==> config.mk <==
export PLATFORM = sky130hd
export DESIGN_NAME = boss_attack_sched
export DESIGN_NICKNAME = d
export VERILOG_FILES = /design/src/rtl/boss_sched_pkg.sv /design/src/rtl/boss_attack_sched_timer.sv /design/src/rtl/boss_attack_sched.sv
export SDC_FILE = /design/constraint.sdc
export NUM_CORES = 1
export LEC_CHECK = 0
export ABC_AREA = 0
export CAP_MARGIN = 0
export CORE_ASPECT_RATIO = 0.8
export CORE_UTILIZATION = 41
export CTS_CLUSTER_DIAMETER = 80
export DETAILED_ROUTE_END_ITERATION = 12
export PLACE_DENSITY = 0.71
export SLEW_MARGIN = 20
export SYNTH_ARGS = -nofsm -noshare
export SYNTH_HDL_FRONTEND = slang
export SYNTH_HIERARCHICAL = 1
export SYNTH_SLANG_ARGS = --single-unit
==> constraint.sdc <==
create_clock -name clk22 -period 2.06 [get_ports clk22]
set_input_delay 0.206 -clock clk22 [delete_from_list [all_inputs] [get_ports clk22]]
set_output_delay 0.206 -clock clk22 [all_outputs]
set_load 0.02 [all_outputs]
==> src/rtl/boss_sched_pkg.sv <==
// Shared encodings and helpers for the boss attack scheduler.
// Imported by boss_attack_sched and sched_tick_timer.
package boss_sched_pkg;

  typedef enum logic [2:0] {
    ST_IDLE     = 3'd0,
    ST_WARMUP   = 3'd1,
    ST_SPREAD   = 3'd2,
    ST_BIG      = 3'd3,
    ST_COOLDOWN = 3'd4,
    ST_HOLD     = 3'd5
  } sched_state_e;

  typedef enum logic [1:0] {
    PHASE_0 = 2'd0,
    PHASE_1 = 2'd1,
    PHASE_2 = 2'd2
  } phase_e;

  localparam logic [5:0] SLOT_SPREAD_MASK = 6'h1F;
  localparam int         SLOT_BIG         = 5;

  // Timer loads never exceed the 8-bit range and never request zero ticks.
  function automatic logic [7:0] sat_load(input int unsigned n);
    logic [7:0] r;
    if (n > 32'd255) begin
      r = 8'd255;
    end else if (n == 32'd0) begin
      r = 8'd1;
    end else begin
      r = n[7:0];
    end
    return r;
  endfunction

endpackage

==> src/rtl/boss_attack_sched_timer.sv <==
// Module sched_tick_timer: 8-bit load/decrement tick timer for the scheduler's timed states.
// A load of 0 is stretched to 1; the count parks at 0 instead of wrapping.
module sched_tick_timer
  import boss_sched_pkg::*;
(
  input  logic       clk,
  input  logic       rst_n,
  input  logic       clr,
  input  logic       load,
  input  logic [7:0] load_val,
  output logic       expire
);

  logic [7:0] count_q;
  logic [7:0] count_d;

  always_comb begin
    count_d = count_q;
    if (clr) begin
      count_d = 8'd0;
    end else if (load) begin
      count_d = (load_val == 8'd0) ? 8'd1 : load_val;
    end else if (count_q != 8'd0) begin
      count_d = count_q - 8'd1;
    end
  end

  always_ff @(posedge clk or negedge rst_n) begin
    if (!rst_n) begin
      count_q <= 8'd0;
    end else begin
      count_q <= count_d;
    end
  end

  // A state loaded with N sees N..1; zero also expires so a timed state cannot stall.
  assign expire = (count_q <= 8'd1);

endmodule

==> src/rtl/boss_attack_sched.sv <==
// Boss attack-pattern scheduler: paces spread volleys and big-bullet launches by HP phase.
// Optional BOSS_RAGE_EN: faster phase-2 cooldown, and hits in phase 2 go to COOLDOWN instead of HOLD.
module boss_attack_sched
  import boss_sched_pkg::*;
#(
  parameter int         WARMUP_TICKS    = 30,
  parameter int         COOLDOWN_TICKS  = 24,
  parameter int         VOLLEYS_PER_BIG = 3,
  parameter int         HIT_HOLD_TICKS  = 40,
  parameter logic [7:0] PHASE2_HP       = 8'd160,
  parameter logic [7:0] PHASE3_HP       = 8'd64
) (
  input  logic       clk22,
  input  logic       rst_n,
  input  logic       boss,
  input  logic       gamestart,
  input  logic [7:0] boss_hp,
  input  logic [5:0] slot_busy,
  input  logic       player_hit,
  output logic [5:0] fire,
  output logic [1:0] phase,
  output logic [2:0] sched_state,
  output logic [1:0] volley_cnt
);

  sched_state_e state_q, state_d;
  logic [5:0]   fire_q, fire_d;
  phase_e       phase_q, phase_d;
  logic [1:0]   volley_q, volley_d;

  logic         tmr_clr;
  logic         tmr_load;
  logic [7:0]   tmr_val;
  logic         tmr_expire;

  logic [7:0]   warmup_load;
  logic [7:0]   hold_load;
  logic [7:0]   cd_load;
  logic [2:0]   volley_inc;

  sched_tick_timer u_timer (
    .clk      (clk22),
    .rst_n    (rst_n),
    .clr      (tmr_clr),
    .load     (tmr_load),
    .load_val (tmr_val),
    .expire   (tmr_expire)
  );

  assign warmup_load = sat_load(WARMUP_TICKS);
  assign hold_load   = sat_load(HIT_HOLD_TICKS);
  assign volley_inc  = {1'b0, volley_q} + 3'd1;

  // Cooldown length follows the registered phase at the moment COOLDOWN is entered.
  always_comb begin
    cd_load = sat_load(COOLDOWN_TICKS);
    case (phase_q)
      PHASE_1: cd_load = sat_load(COOLDOWN_TICKS >> 1);
`ifdef BOSS_RAGE_EN
      PHASE_2: cd_load = sat_load(COOLDOWN_TICKS >> 3);
`else
      PHASE_2: cd_load = sat_load(COOLDOWN_TICKS >> 2);
`endif
      default: cd_load = sat_load(COOLDOWN_TICKS);
    endcase
  end

  always_comb begin
    phase_d = PHASE_2;
    if (boss_hp >= PHASE2_HP) begin
      phase_d = PHASE_0;
    end else if (boss_hp >= PHASE3_HP) begin
      phase_d = PHASE_1;
    end
  end

  always_comb begin
    state_d  = state_q;
    fire_d   = 6'h00;
    volley_d = volley_q;
    tmr_clr  = 1'b0;
    tmr_load = 1'b0;
    tmr_val  = 8'd0;

    if (!boss || gamestart) begin
      state_d  = ST_IDLE;
      volley_d = 2'd0;
      tmr_clr  = 1'b1;
    end else if (player_hit && (state_q != ST_IDLE)) begin
`ifdef BOSS_RAGE_EN
      if (phase_q == PHASE_2) begin
        state_d  = ST_COOLDOWN;
        tmr_load = 1'b1;
        tmr_val  = cd_load;
      end else begin
        state_d  = ST_HOLD;
        tmr_load = 1'b1;
        tmr_val  = hold_load;
      end
`else
      state_d  = ST_HOLD;
      tmr_load = 1'b1;
      tmr_val  = hold_load;
`endif
    end else begin
      case (state_q)
        ST_IDLE: begin
          state_d  = ST_WARMUP;
          tmr_load = 1'b1;
          tmr_val  = warmup_load;
        end
        ST_WARMUP, ST_COOLDOWN, ST_HOLD: begin
          if (tmr_expire) begin
            state_d = ST_SPREAD;
          end
        end
        ST_SPREAD: begin
          if ((slot_busy & SLOT_SPREAD_MASK) == 6'h00) begin
            fire_d   = SLOT_SPREAD_MASK;
            volley_d = volley_inc[1:0];
            if (int'(volley_inc) >= VOLLEYS_PER_BIG) begin
              state_d = ST_BIG;
            end else begin
              state_d  = ST_COOLDOWN;
              tmr_load = 1'b1;
              tmr_val  = cd_load;
            end
          end
        end
        ST_BIG: begin
          if (!slot_busy[SLOT_BIG]) begin
            fire_d[SLOT_BIG] = 1'b1;
            volley_d         = 2'd0;
            state_d          = ST_COOLDOWN;
            tmr_load         = 1'b1;
            tmr_val          = cd_load;
          end
        end
        default: begin
          state_d = ST_IDLE;
          tmr_clr = 1'b1;
        end
      endcase
    end
  end

  always_ff @(posedge clk22 or negedge rst_n) begin
    if (!rst_n) begin
      state_q  <= ST_IDLE;
      fire_q   <= 6'h00;
      phase_q  <= PHASE_0;
      volley_q <= 2'd0;
    end else begin
      state_q  <= state_d;
      fire_q   <= fire_d;
      phase_q  <= phase_d;
      volley_q <= volley_d;
    end
  end

  assign fire        = fire_q;
  assign phase       = phase_q;
  assign sched_state = state_q;
  assign volley_cnt  = volley_q;

endmodule

==> reports/results.txt <==
Outcome -> finished, violations left
Failing checks -> setup timing
Warnings from Yosys -> 6
Post-layout net count -> 230
Initial Utilization -> 0.431
Detail Placement HPWL -> 2630 um
Wire length per cell -> 14.8 um
Port Buffer Count -> 26
Netlist cell types -> 52
# rows -> 18
Synthesized area per cell -> 8.69 um^2
Hold Crit Class -> input port to asynchronous set/reset pin
Final ANT Viol Nets -> 0
Max cap viols -> 0
DRT iter0 DRCs -> 86
DRT Pass-1 Iters -> 4
Metal1 wirelength -> 1630 um
Via density -> 5.51
Relative slew slack -> 0.634
Die span in y -> 52.9 um
DRT Wirelength -> 3620 um
Power Total -> 1.36 mW
Clock skew -> 0.00478 ns
Post-Syn Instances -> 153
CP Class -> register to register
Fin. max-slew vios -> 0
Area delta synth->final -> 51.9%
LEAKAGE -> 0.853 nW
DR WL met2 -> 1790 um
Die width -> 65.7 um
Placed Area -> 1770 um^2
Fin crit period -> 2.16 ns
RSZ-0062 raised after global routing -> true
Commonest non-fill, non-tap cell in the layout -> clkdlybuf4s50_1
Register bit count reported by yosys -> 17
Tot GR Track Use -> 0.232
Largest net degree at the start of global routing -> 18
CTS root buf -> clkbuf_8
Synthesized area -> 1330 um^2
Crit Path Max Fanout -> 5
Max Root-Sink Buffers -> 2
Sequential area share after synthesis -> 0.320
CP Capture Type -> register
Top sig layer -> met4
Startpoint types -> register
GRT Residual Overflow -> 0
H-tree depth -> 1
Final setup viols -> 7
Critical Path RT -> 2.25 ns
Ports -> 32
Initial antenna violation count -> 0
Number of global-route vias before repair -> 1310
CTS tree -> done
DR vias -> 1344
Pwr Density -> 675 nW/um^2
Number of remaining DRC errors -> 0
Antenna Cells -> 0
Final worst path period share -> 1.05
Worst-Skew Late Latency -> 0.26 ns
Die Footprint -> 3480 um^2
Core footprint -> 3090 um^2
DR WL met3 -> 142 um
Synth area leader -> dfrtp_1
Commonest cells after routing, fill and taps aside -> 26 x clkdlybuf4s50_1, 23 x buf_4, 15 x dfrtp_1
Inserted Clock Buffers -> 3
Routability cong. -> 0.926
Maximum VDD drop -> 0.542 mV
Final hold violation count -> 0
Synth top area share -> 0.320
Top cells by area, synth -> dfrtp_1 32%, ha_1 5.6%, nor2_1 4.8%
Clock-pin slew on the worst setup and hold paths -> 0.07 ns
Arr. time, crit path -> 2.35 ns
Worst hold margin -> 0.265 ns
Finished Cell Area -> 2020 um^2
Worst Tran Pin Value -> 0.548 ns
Share of layout cells above drive strength 1 -> 0.358
First-pass GRT wire length -> 6090 um
Final Worst Setup Slack -> -0.0976 ns
Filler cell count -> 230
Clk sinks -> 17
Achievable clock frequency -> 463 MHz
Final setup TNS -> -0.456 ns
per-stage QoR:
| step | setup slack (ns) | util | instances |
|---|---|---|---|
| 6_report | -0.0976 | 0.655 | 244 |
| 4_1_cts | -0.126 | 0.627 | 242 |
| 3_3_place_gp | -0.129 | 0.573 | 235 |
| 5_1_grt | -0.193 | 0.655 | 244 |
| 2_1_floorplan | -0.0132 | - | 157 |
| 3_5_place_dp | -0.190 | 0.573 | 235 |
flip-flops by register name, indices dropped and copies added, names as in the netlist:
| name | cells |
|---|---|
| u_timer/count_q | 8 |
| fire | 2 |
| sched_state | 3 |
| phase | 2 |
| volley_cnt | 2 |
worst paths after layout:
path	start	endpoint	slack, ns	cells past startpoint
hold reg to reg	u_timer/count_q[1]	u_timer/count_q[1]	0.63	2
setup reg to reg	volley_cnt[1]	u_timer/count_q[7]	-0.1	10
max in group asynchronous	rst_n	volley_cnt[1]	1.59	2
hold / removal	rst_n	u_timer/count_q[5]	0.26	2
setup / recovery	volley_cnt[1]	u_timer/count_q[7]	-0.1	10
min in group clk22	boss_hp[7]	phase[1]	0.49	2
logic make-up after synthesis:
family	share of synthesized area
compound gates	0.213
simple gates	0.280
mux	0.0254
fa+ha+maj	0.0564
xor+xnor	0.0263
other cells	0.00282
flops	0.320
buf+inv	0.0762
report_power, final:
part	leakage, nW	switching, mW	internal [mW]	total, mW
clock	0.0255	0.131	0.135	0.266
combinational	0.601	0.360	0.318	0.678
sequential	0.227	0.0525	0.367	0.419
total	0.853	0.543	0.820	1.36
routing by layer:
layer | global-route usage | up-vias
met5 | 0 | -
met4 | 0.0725 | 0
met3 | 0.0496 | 6
met2 | 0.391 | 32
met1 | 0.294 | 656
li1 | - | 650
critical path, stage by stage, from the launching register on:
cell and delay, ns:
dfrtp_2 0.45, ha_4 0.17, or3b_4 0.41, buf_6 0.14
nor3_4 0.13, a211oi_4 0.09, nor2_2 0.15, inv_2 0.10
a31oi_4 0.19, o21ai_0 0.13, a21oi_1 0.12
final cells by class:
class,count,area (um^2),area share
repair buffers,53,487,0.241
clock inverters,1,5.00,0.00248
well taps,40,50.0,0.0248
flip-flops and latches,17,428,0.212
multi-input cells,121,976,0.483
inverters,9,33.8,0.0167
clock buffers,3,41.3,0.0204
Yosys cell counts, drive strengths merged:
| cell type | n |
|---|---|
| nor2 | 17 |
| a31o | 1 |
| o22a | 1 |
| a21oi | 9 |
| or2b | 1 |
| nor4 | 5 |
| xnor2 | 2 |
| nand2b | 5 |
| nor2b | 1 |
| nor3b | 1 |
| a2111oi | 1 |
| and2b | 1 |
| nand3b | 1 |
| xor2 | 2 |
| clkbuf | 4 |
| mux2 | 3 |
| o21a | 2 |
| conb | 1 |
| or3b | 2 |
| a221oi | 1 |
| ha | 6 |
| nor3 | 12 |
| or3 | 2 |
| o22ai | 2 |
| o211ai | 1 |
| nand3 | 1 |
| dfrtp | 17 |
| o211a | 2 |
| or2 | 2 |
| o31ai | 2 |
| or4 | 1 |
| o311ai | 1 |
| and3 | 1 |
| buf | 6 |
| nand2 | 9 |
| and2 | 1 |
| a21o | 1 |
| a211oi | 6 |
| inv | 9 |
| a211o | 1 |
| o21ai | 6 |
| a31oi | 3 |
what timing repair did:
action,4_1_cts,5_1_grt
endpoints found under the setup margin,8,8
gates cloned,0,0
resized for setup,18,13
buffers inserted,3,2
pin swaps,10,4
hold buffers,0,0
Note: power is estimated with default switching activity, not from simulation.
